`src/rtl/alu_ctrl_pkg.sv`:
```
// alu_ctrl_pkg: shared ALU codes, opcode/funct constants and FSM encoding
// for the ALU control sequencer.
package alu_ctrl_pkg;

   // ALU operation codes (4-bit, zero-extended to CTRL_W by the decoder)
   localparam logic [3:0] ALU_ADD  = 4'b0010;
   localparam logic [3:0] ALU_SUB  = 4'b0110;
   localparam logic [3:0] ALU_AND  = 4'b0000;
   localparam logic [3:0] ALU_OR   = 4'b0001;
   localparam logic [3:0] ALU_NOR  = 4'b0100;
   localparam logic [3:0] ALU_SLL  = 4'b0101;
   localparam logic [3:0] ALU_SRL  = 4'b1000;
   localparam logic [3:0] ALU_SLT  = 4'b0111;
   localparam logic [3:0] ALU_SLTU = 4'b1001;
   localparam logic [3:0] ALU_NOP  = 4'b1111;

   // ALU op classes from the main control unit
   localparam logic [2:0] OP_ADD = 3'b000;
   localparam logic [2:0] OP_SUB = 3'b001;
   localparam logic [2:0] OP_R   = 3'b010;
   localparam logic [2:0] OP_AND = 3'b011;
   localparam logic [2:0] OP_OR  = 3'b100;
   localparam logic [2:0] OP_SLT = 3'b101;

   // R-type funct fields
   localparam logic [5:0] FN_ADD  = 6'b100000;
   localparam logic [5:0] FN_SUB  = 6'b100010;
   localparam logic [5:0] FN_AND  = 6'b100100;
   localparam logic [5:0] FN_OR   = 6'b100101;
   localparam logic [5:0] FN_NOR  = 6'b100111;
   localparam logic [5:0] FN_SLL  = 6'b000000;
   localparam logic [5:0] FN_SRL  = 6'b000010;
   localparam logic [5:0] FN_SLT  = 6'b101010;
   localparam logic [5:0] FN_SLTU = 6'b101001;
   localparam logic [5:0] FN_JR   = 6'b001000;
   localparam logic [5:0] FN_MULT = 6'b011000;
   localparam logic [5:0] FN_DIV  = 6'b011010;
   localparam logic [5:0] FN_MFHI = 6'b010000;
   localparam logic [5:0] FN_MFLO = 6'b010010;

   // Writeback source select
   localparam logic [1:0] HS_ALU = 2'b00;
   localparam logic [1:0] HS_HI  = 2'b01;
   localparam logic [1:0] HS_LO  = 2'b10;

   typedef enum logic [1:0] {
      ST_IDLE = 2'd0,
      ST_MUL  = 2'd1,
      ST_DIV  = 2'd2,
      ST_DONE = 2'd3
   } state_t;

endpackage

```
`src/rtl/alu_ctrl_dec.sv`:
```
// alu_ctrl_dec: pure combinational decode of ctrl_op/funct.
// Build macro ALU_CTRL_DIV_EN enables div decode; without it div is illegal.
module alu_ctrl_dec
   import alu_ctrl_pkg::*;
#(
   parameter int unsigned CTRL_W = 4
) (
   input  logic              instr_valid,
   input  logic [2:0]        ctrl_op,
   input  logic [5:0]        funct,
   output logic [CTRL_W-1:0] alu_ctrl,
   output logic              jump_reg,
   output logic [1:0]        hilo_sel,
   output logic              illegal,
   output logic              is_mult,
   output logic              is_div
);

   logic [3:0] code;
   logic       jr_raw;
   logic       ill_raw;

   // Table decode; everything not matched falls back to NOP
   always_comb begin
      code     = ALU_NOP;
      jr_raw   = 1'b0;
      ill_raw  = 1'b0;
      hilo_sel = HS_ALU;
      is_mult  = 1'b0;
      is_div   = 1'b0;
      case (ctrl_op)
         OP_ADD: code = ALU_ADD;
         OP_SUB: code = ALU_SUB;
         OP_AND: code = ALU_AND;
         OP_OR:  code = ALU_OR;
         OP_SLT: code = ALU_SLT;
         OP_R: begin
            case (funct)
               FN_ADD:  code = ALU_ADD;
               FN_SUB:  code = ALU_SUB;
               FN_AND:  code = ALU_AND;
               FN_OR:   code = ALU_OR;
               FN_NOR:  code = ALU_NOR;
               FN_SLL:  code = ALU_SLL;
               FN_SRL:  code = ALU_SRL;
               FN_SLT:  code = ALU_SLT;
               FN_SLTU: code = ALU_SLTU;
               FN_JR:   jr_raw = 1'b1;
               FN_MULT: is_mult = 1'b1;
`ifdef ALU_CTRL_DIV_EN
               FN_DIV:  is_div = 1'b1;
`else
               FN_DIV:  ill_raw = 1'b1;
`endif
               FN_MFHI: hilo_sel = HS_HI;
               FN_MFLO: hilo_sel = HS_LO;
               default: ill_raw = 1'b1;
            endcase
         end
         default: code = ALU_NOP;
      endcase
   end

   // NOP is all-ones at full width; real codes are zero-extended
   assign alu_ctrl = (code == ALU_NOP) ? {CTRL_W{1'b1}} : CTRL_W'(code);
   assign jump_reg = jr_raw & instr_valid;
   assign illegal  = ill_raw & instr_valid;

endmodule

```
`src/rtl/alu_ctrl_seq.sv`:
```
// alu_ctrl_seq: ALU control decode plus mul/div sequencer.
// An md instruction stalls for N+1 cycles, then pulses hilo_we for one cycle.
// Build macro ALU_CTRL_DIV_EN enables the divide path (DIV state, md_op=1).
module alu_ctrl_seq
   import alu_ctrl_pkg::*;
#(
   parameter int unsigned CTRL_W     = 4,
   parameter int unsigned MUL_CYCLES = 4,
   parameter int unsigned DIV_CYCLES = 32,
   parameter int unsigned CNT_W      = 8
) (
   input  logic              clk,
   input  logic              rst_n,
   input  logic              instr_valid,
   input  logic [2:0]        ctrl_op,
   input  logic [5:0]        funct,
   output logic [CTRL_W-1:0] alu_ctrl,
   output logic              jump_reg,
   output logic [1:0]        hilo_sel,
   output logic              md_start,
   output logic              md_op,
   output logic              hilo_we,
   output logic              stall,
   output logic              illegal
);

   state_t           state_q, state_d;
   logic [CNT_W-1:0] cnt_q, cnt_d;
   logic             md_start_d, md_op_d;
   logic             stall_c;
   logic             is_mult, is_div;
   logic             go_mul, go_div;

   alu_ctrl_dec #(.CTRL_W(CTRL_W)) u_dec (
      .instr_valid (instr_valid),
      .ctrl_op     (ctrl_op),
      .funct       (funct),
      .alu_ctrl    (alu_ctrl),
      .jump_reg    (jump_reg),
      .hilo_sel    (hilo_sel),
      .illegal     (illegal),
      .is_mult     (is_mult),
      .is_div      (is_div)
   );

   // is_div is never raised by the decoder when the divide path is disabled
   assign go_mul = instr_valid & is_mult;
   assign go_div = instr_valid & is_div;

   // State, countdown and registered start/op to the mul/div unit
   always_ff @(posedge clk or negedge rst_n) begin
      if (!rst_n) begin
         state_q  <= ST_IDLE;
         cnt_q    <= '0;
         md_start <= 1'b0;
         md_op    <= 1'b0;
      end else begin
         state_q  <= state_d;
         cnt_q    <= cnt_d;
         md_start <= md_start_d;
         md_op    <= md_op_d;
      end
   end

   // Next state, counter and strobes; inputs are ignored while busy
   always_comb begin
      state_d    = state_q;
      cnt_d      = cnt_q;
      md_start_d = 1'b0;
      md_op_d    = md_op;
      stall_c    = 1'b0;
      hilo_we    = 1'b0;
      case (state_q)
         ST_IDLE: begin
            if (go_mul || go_div) begin
               stall_c    = 1'b1;
               md_start_d = 1'b1;
               md_op_d    = go_div;
               state_d    = go_div ? ST_DIV : ST_MUL;
               cnt_d      = go_div ? CNT_W'(DIV_CYCLES - 1) : CNT_W'(MUL_CYCLES - 1);
            end
         end
         ST_MUL, ST_DIV: begin
            stall_c = 1'b1;
            if (cnt_q == '0) state_d = ST_DONE;
            else             cnt_d   = cnt_q - 1'b1;
         end
         ST_DONE: begin
            // instruction retires here; go straight back so it cannot re-trigger
            hilo_we = 1'b1;
            state_d = ST_IDLE;
         end
         default: state_d = ST_IDLE;
      endcase
   end

   // Decode inputs may look like an md op during reset; never stall then
   assign stall = stall_c & rst_n;

endmodule

```
`config.mk`:
```
export PLATFORM = sky130hd
export DESIGN_NAME = alu_ctrl_seq
export DESIGN_NICKNAME = d
export VERILOG_FILES = /design/src/rtl/alu_ctrl_pkg.sv /design/src/rtl/alu_ctrl_dec.sv /design/src/rtl/alu_ctrl_seq.sv
export SDC_FILE = /design/constraint.sdc
export NUM_CORES = 1
export LEC_CHECK = 0
export ABC_AREA = 0
export BUFFER_PORTS_ARGS = -buffer_cell sky130_fd_sc_hd__buf_2
export CAP_MARGIN = 20
export CORE_MARGIN = 10
export CORE_UTILIZATION = 52
export DETAILED_ROUTE_END_ITERATION = 7
export PLACE_DENSITY = 0.78
export SLEW_MARGIN = 0
export SYNTH_ARGS = -nofsm -noshare
export SYNTH_HDL_FRONTEND = slang
export SYNTH_SLANG_ARGS = --single-unit
```
`constraint.sdc`:
```
create_clock -name clk -period 2.9 [get_ports clk]
set_clock_uncertainty 0.15 [all_clocks]
set_input_delay 0.145 -clock clk [delete_from_list [all_inputs] [get_ports clk]]
set_output_delay 0.145 -clock clk [all_outputs]
set_load 0.02 [all_outputs]
```
-- After elaboration in Yosys (flattened, before gate mapping)
Cells that the tools add are included.
- bits in registers: 11
- logic and storage cells: 62
- output and inout port bits: 12
- multiplexer cells: 21
- bitwise operators: 4
- equal/unequal tests: 24
- $add $sub $neg: 1
- reduce and logical (&&, ||, !) cells: 9
- operators by type and width (operator ; number):
    6-bit equality test (second input constant) ; 7
    4-bit case mux with 9 select lines ; 1
    4-bit case mux with 6 select lines ; 1
    6-bit by 5-bit equality test with 1-bit output (second input constant) ; 3
    8-bit 2-to-1 mux ; 2
    8-bit case mux with 2 select lines ; 1
    13-bit OR reduction ; 1
    1-bit 2-to-1 mux ; 9
    8-bit logical NOT ; 1
    8-bit by 1-bit subtractor with 8-bit output (second input constant) ; 1
    3-bit by 2-bit equality test with 1-bit output (second input constant) ; 2
    3-bit equality test (second input constant) ; 2
    6-bit by 2-bit equality test with 1-bit output (second input constant) ; 1
    6-bit by 4-bit equality test with 1-bit output (second input constant) ; 1
    6-bit logical NOT ; 1
    2-bit 2-to-1 mux ; 3
    2-bit inequality test (second input constant) ; 3
    2-bit case mux with 3 select lines ; 1
    1-bit AND ; 4
    2-bit equality test (second input constant) ; 2
    4-bit equality test (second input constant) ; 1
    4-bit 2-to-1 mux ; 1
    2-bit case mux with 2 select lines ; 1
    3-bit by 1-bit equality test with 1-bit output (second input constant) ; 1
    other kinds (8) ; 8

-- Logic depth before layout (Yosys ltp)
Gate-level depths: netlist of the first run.
- depth after elaboration: 7
- depth in mapped cells: 8
- mapped depth without buffers: 7

-- Modules after synthesis
A second synthesis of the first run with hierarchy kept.
- cell total of the unflattened synthesis: 147
- area, all modules: 1178.6 um2
- modules (own cells, without submodules) (module ; cells an instance ; area an instance (um2) ; seq. area each (um2) ; instances):
    alu_ctrl_seq ; 90 ; 848.3 ; 300.3 ; 1
    alu_ctrl_dec ; 57 ; 330.3 ; 0.0 ; 1

-- Worst setup path before layout of the first run
No wires, ideal clock.
- path type: flip-flop to flip-flop
- start: register state_q[0]
- end: register cnt_q[5]
- stages on the path, launching flop included: 9
- arrival time: 1.938 ns
- path buffers: 1
- path slack: 0.734 ns
- clock period less this slack: 2.166 ns
- path through: dfrtp_1 > inv_1 > ha_1 > clkbuf_1 > nor2_1 > a41oi_1 > nand3_1 > or4_1 > a21oi_1
- longest elaborated chain between the ends: 4
- elaborated cells on any way between the ends: 9
- classes of those cells: eq/ne: 4; mux: 1; reduce/logical: 4
- ends and longest elaborated chain (element ; RTL line ; RTL):
    start, declared ; alu_ctrl_seq.sv:27 ; state_t state_q, state_d;
    start signal, assigned ; alu_ctrl_seq.sv:58 ; state_q <= state_d;
    2-bit by 1-bit equality test with 1-bit output / 2-bit equality test (equally long branches) ; alu_ctrl_seq.sv:73 ; case (state_q)
    2-bit OR reduction ; alu_ctrl_seq.sv:73 ;
    2-bit inequality test (no line) / 2-bit nonzero test (equally long branches) ; -- ;
    3-bit AND reduction (no line) ; -- ;
    end signal, assigned ; alu_ctrl_seq.sv:59 ; cnt_q <= cnt_d;
    end, declared ; alu_ctrl_seq.sv:28 ; logic [CNT_W-1:0] cnt_q, cnt_d;
Parallel ways exist; a longest one is shown, timed or not.
A chain may end at the register's enable or synchronous reset.

-- Worst setup path in the final report of the first run
- start: register state_q[1]
- end: register cnt_q[5]
The elaborated chain is that of the path after synthesis.

==> results of run 1 <==
-- path summary, 6_finish.rpt --
kind / from / endpoint / slack (ns) / cells past startpoint
setup / recovery: state_q[1] / cnt_q[5] / 0.63 / 7
hold / removal: funct[4] / md_start / 0.05 / 3
setup reg to reg: state_q[1] / cnt_q[5] / 0.63 / 7
hold reg to reg: cnt_q[6] / cnt_q[6] / 0.41 / 2
max in group asynchronous: rst_n / cnt_q[2] / 2.25 / 2
min in group asynchronous: rst_n / cnt_q[7] / 0.13 / 2
-- critical path: stages (launching register included) --
cell,delay (ns)
dfrtp_1,0.40
inv_1,0.06
ha_1,0.43
nor2_1,0.08
a41oi_1,0.31
nand3_1,0.19
or4_1,0.42
a21oi_1,0.15
-- cell type report --
type / instances / area, µm² / share of cell area (%)
timing repair buffer: 24 / 127.6 / 11.05
tap: 25 / 31.28 / 2.709
multi-input combinational: 99 / 656.9 / 56.88
inverter: 10 / 37.54 / 3.250
sequential: 11 / 275.3 / 23.84
clock buffer: 4 / 26.28 / 2.275
-- Yosys cell counts, types with 2 or more instances --
master and instances:
nor4_1 5, a31oi_1 4, a41oi_1 2, nand3_1 4, clkbuf_1 5, ha_1 5
inv_1 10, nor2_1 14, nand2b_1 4, and2_1 2, xor2_1 4, nand4_1 5
nor2b_1 4, buf_2 3, dfrtp_1 11, nor3_1 2, a21oi_1 7, nand2_1 5
o21ai_0 11
-- registers in the layout, summed over array words and instances (netlist names) --
signal	cells
md_start	1
state_q	2
cnt_q	8
-- cells by family (layout without fill, tap and decap cells) --
| logic type | count (synthesis) | in the layout | synth area share, % |
|---|---|---|---|
| compound gates | 35 | 35 | 22.90 |
| xor+xnor | 4 | 4 | 3.465 |
| fa+ha+maj | 5 | 5 | 6.188 |
| buf+inv | 19 | 38 | 7.797 |
| flops | 11 | 11 | 27.23 |
| mux | 1 | 1 | 0.9901 |
| other cells | 1 | 1 | 0.3709 |
| simple gates | 53 | 53 | 31.07 |
-- metrics by stage --
| stage | power, mW | hold slack (ns) | utilization (%) | worst slack, ns | area (µm²) |
|---|---|---|---|---|---|
| global route | 0.7729 | 0.08887 | 64.77 | 0.3933 | 1155 |
| detailed placement | 0.5956 | -0.1170 | 62.74 | 0.6731 | 1119 |
| floorplan | 0.5168 | -0.3006 | - | 0.7342 | 1011 |
| finish | 0.7072 | 0.05117 | 64.77 | 0.6334 | 1155 |
| CTS | 0.7059 | 0.05177 | 64.77 | 0.6544 | 1155 |
| global placement | 0.5804 | -0.1188 | 62.74 | 0.7543 | 1119 |
-- where the power goes --
part / internal [mW] / switching, mW / total, mW / leakage (nW)
combinational: 0.134 / 0.184 / 0.318 / 0.372
clock: 0.0532 / 0.0534 / 0.107 / 0.0150
sequential: 0.215 / 0.0671 / 0.282 / 0.133
total: 0.403 / 0.304 / 0.707 / 0.520
-- routing by layer --
metal  vias to the layer above  share of wire, %
met2                        34                47
li1                        504                 -
met5                         -                 0
met3                         2               9.2
met4                         0              0.33
met1                       470                44
==> results.toml, run 1 <==
[detailed_routing]
vias_per_cell = 5.838
drc_errors = 0
drt-initial-drc-count = 37
firstDrtPassIters = 4
wire_per_inst_um = 14.01
routed_wl_um = 2423
vias = 1010
drtAntennaViolNets = 0

[clocking]
hold_buffers = 1
cts_root_buffer = "clkbuf_4"
cts_made_buffers = 3
clkLatencyLatePin_ns = 0.27
cts.sinks = 11
cts_tree = "built"
h-tree-depth = 1
cts_setup_buffers = 0
cts_buffer_depth = 2
clk_pin_slew_ns = 0.08
cts_resized = 0

[synth]
netlist.area_leader.share_pct = 27.23
ys_top_cells_by_area = "dfrtp_1 (27%), ha_1 (6.2%), o21ai_0 (5.4%)"
synth-seq-cells = 11
ys_seq_area_share_pct = 27.23
synth.distinct_cells = 41
synth-edff-count = 0
syn_area_um2 = 1011
yosysTopAreaCell = "dfrtp_1"
avgSynthCellArea_um2 = 7.837
syn_inst = 129
mappedNetlistNets = 146
yosys_warnings = 0
async_flop_share_pct = 100.0
synth_ff_type = "dfrtp_1"

[floorplan]
die_width_um = 64.09
row_count = 15
io_pins = 24
coreArea_um2 = 1783
die_area_um2 = 4108
initial_core_util_pct = 56.70
die_y_um = 64.09

[cells_and_area]
nFillCells = 165
drive_above_1_share_pct = 18.92
layout_common_cells = "buf_2 (22), nor2_1 (14), o21ai_0 (11), dfrtp_1 (11), inv_1 (10)"
nets = 166
final_common_cell = "buf_2"
num_antenna_cells = 0
syn_to_final_growth_pct = 14.23
stdcell_count = 173

[grt]
grt_max_degree = 17
gr-max-usage-layer = "met2"
grt.met3_usage_pct = 5.575
grtUsageTotal_pct = 11.67
met2_usage_pct = 18.41
grt-ovfl-total = 0
grt_pass1_wl_um = 4091
antenna_found_initial = 0
use_met1_pct = 14.03
grt_pass1_vias = 945

[timing]
finalMaxSlewViolations = 0
fmax_mhz = 441.2
finalSetupViolCount = 0
hold_viol = 0
min_period_over_period_pct = 78.16
rsz0062_at_grt = "false"
tns_ns = 0
period_minus_slack_ns = 2.267

[place]
post-dp-hpwl_um = 1893
dp.cells = 168
port_buffers = 22
gp_congestion = 0.7804

[worst_setup_path]
critPathMaxFanout = 9
worstSetupPathType = "flip-flop to flip-flop"
cp.arrival_ns = 2.31
start_kind = "flip-flop"
critPathRequiredTime_ns = 2.94
cp-end-kind = "flip-flop"

[run]
cap_violations = 0

[power_and_ir_drop]
p_per_area_nw_per_um2 = 612.4
p_leak_nw = 0.5198
vdd_drop_max_mv = 0.4686

[status]
status = "finished, final reports clean"

[hold_path]
holdCritPathClass = "primary input to flip-flop"
Note: power is estimated with default switching activity, not from simulation.
==> run 2, diff against run 1 <==
--- a/config.mk
+++ b/config.mk
@@ -9,9 +9,9 @@
 export BUFFER_PORTS_ARGS = -buffer_cell sky130_fd_sc_hd__buf_2
 export CAP_MARGIN = 20
 export CORE_MARGIN = 10
-export CORE_UTILIZATION = 52
+export CORE_UTILIZATION = 47
 export DETAILED_ROUTE_END_ITERATION = 7
-export PLACE_DENSITY = 0.78
+export PLACE_DENSITY = 0.74
 export SLEW_MARGIN = 0
 export SYNTH_ARGS = -nofsm -noshare
 export SYNTH_HDL_FRONTEND = slang
==> constraint.sdc (replaced) <==
create_clock -name clk -period 1.8 [get_ports clk]
set_clock_uncertainty 0.15 [all_clocks]
set_input_delay 0.09 -clock clk [delete_from_list [all_inputs] [get_ports clk]]
set_output_delay 0.09 -clock clk [all_outputs]
set_load 0.02 [all_outputs]
==> results.toml, run 2 (synthesis results as in run 1) <==
[cells_and_area]
fin_area_um2 = 1428
num_antenna_cells = 0
final_common_cell = "buf_4"
syn_to_final_growth_pct = 41.21
nets = 192
nFillCells = 163
regMostFlops = "cnt_q"
fin_util_pct = 71.31
largest_registers = "cnt_q (8), state_q (2), md_start (1)"
largest_reg_flops = 8
drive_above_1_share_pct = 36.78
layout_common_cells = "buf_4 (25), buf_2 (21), nor2_1 (13)"

[place]
gp_congestion = 0.7974
post-dp-hpwl_um = 2040
place_ws_ns = -0.1019
port_buffers = 22
placement.cell_area_um2 = 1231

[detailed_routing]
drt-initial-drc-count = 108
routed_wl_um = 3163
vias = 1127
firstDrtPassIters = 4
vias_per_cell = 5.607
drtAntennaViolNets = 0
wire_per_inst_um = 15.74
drc_errors = 0

[floorplan]
die_y_um = 66.38
die_area_um2 = 4406
io_pins = 24
row_count = 16
initial_core_util_pct = 50.50
coreArea_um2 = 2002
die_width_um = 66.38

[timing]
period_minus_slack_ns = 1.837
finalMaxSlewViolations = 0
relSlewSlack_pct = 66.81
finalSetupViolCount = 2
min_period_over_period_pct = 102.0
tns_ns = -0.07091
hold_viol = 0
worstMarginPinSlew_ns = 0.4962
rsz0062_at_grt = "true"
setup_slack_ns = -0.03675
fmax_mhz = 544.4

[worst_setup_path]
worstReg2RegStart = "state_q[0]"
cpPeakStageDelay_ns = 0.40
start_kind = "flip-flop"
path_buf_inv = 1
critPathTopFamily = "simple AND/OR/NAND/NOR gates"
cp-end-kind = "flip-flop"
critPathMaxFanout = 4
critPathRequiredTime_ns = 1.85
slowest_stage = "or4_1"
r2r_setup_slack_ns = -0.04
crit_chain = "inv_2 -> ha_4 -> nor2_2 -> a41oi_2 -> nand3_2 -> or4_1 -> a21oi_1"
reg2reg_to = "cnt_q[5]"
reg2regPathDepth = 7
cp.arrival_ns = 1.89
worstSetupPathType = "flip-flop to flip-flop"

[power_and_ir_drop]
p_comb_share_pct = 57.7
p_per_area_nw_per_um2 = 999.6
p_leak_nw = 0.6534
vdd_drop_max_mv = 1.056
p_int_uw = 825.8
seqPwrFrac_pct = 30.3
p_switching_uw = 601.2
pwr-share-clk_pct = 12.0
p_sw_share_pct = 42.13

[hold_path]
holdPathStages = 5
holdCritPathClass = "primary input to flip-flop"
hold_start = "funct[0]"
whs_endpoint = "cnt_q[5]"

[clocking]
h-tree-depth = 1
cts_buffer_depth = 2
clk_pin_slew_ns = 0.07
cts_made_buffers = 3
clkLatencyLatePin_ns = 0.27
cts.sinks = 11
cts_root_buffer = "clkbuf_4"
cts_tree = "built"

[grt]
antenna_found_initial = 0
grt_max_degree = 15
grt_pass1_vias = 1017
grtUsageTotal_pct = 12.82
grt_pass1_wl_um = 4643
grt-ovfl-total = 0

[status]
violations = "negative setup slack"
status = "complete, but fails checks"

[run]
cap_violations = 0
-- run 2: changes by cell type in the layout (fill, tap and decap cells not counted), moves of 2 or more --
| cell | before | now |
|---|---|---|
| buf_4 | 1 | 25 |
| inv_1 | 10 | 8 |
| inv_2 | 0 | 2 |
| nor4_2 | 0 | 2 |
| nor4_1 | 5 | 3 |
| buf_6 | 0 | 3 |
-- run 2: timing repair --
action / CTS / global route
hold buffers: 1 / 0
pin swaps: 3 / 8
setup buffers: 6 / 7
endpoints found under the hold margin: 11 / 0
gates resized for setup: 10 / 4
setup endpoints to repair: 3 / 11
-- run 2: cell type report --
cell class / count / area [µm²] / share of cell area (%)
clock buffer: 4 / 26.28 / 1.840
inverter: 10 / 37.54 / 2.629
multi-input combinational: 99 / 718.2 / 50.31
sequential: 11 / 275.3 / 19.28
tap: 27 / 33.78 / 2.366
timing repair buffer: 50 / 336.6 / 23.58
-- run 2: how the worst max path moves through the flow --
stage               slack [ns]  endpoint  depth (start not counted)       start
floorplan                -0.15  cnt_q[5]                          8  state_q[0]
global placement         -0.07  cnt_q[5]                          7  state_q[0]
detailed placement       -0.10  cnt_q[5]                          7  state_q[0]
CTS                      -0.09     stall                          8  state_q[1]
global route              -0.1  cnt_q[5]                          7  state_q[0]
finish                   -0.04  cnt_q[5]                          7  state_q[0]
-- run 2: power by group through the flow --
stage	clock network (mW)	logic, mW	registers [mW]
2_1_floorplan	0	0.431	0.429
3_3_place_gp	0	0.631	0.420
4_1_cts	0.168	0.728	0.423
6_report	0.171	0.824	0.432
3_5_place_dp	0	0.662	0.426
5_1_grt	0.185	0.890	0.446
-- run 2: through the flow --
stage / power, mW / hold WS, ns / instances
global route: 1.520 / 0.2091 / 201
detailed placement: 1.088 / -0.1731 / 183
floorplan: 0.8601 / -0.3556 / 129
global placement: 1.050 / -0.1799 / 183
finish: 1.427 / 0.1737 / 201
CTS: 1.319 / 0.1567 / 194
-- run 2: routing by layer --
metal / part of all wire, % / track usage [%]
met2: 50 / 21.05
met1: 44 / 16.30
met4: 1.1 / 1.571
met3: 5.1 / 4.068
met5: 0 / 0
-- run 2: tightest hold or removal path, stage by stage --
cell	delay, ns
buf_2	0.15
o41ai_4	0.11
nand3_2	0.06
or4_1	0.09
a21oi_1	0.05
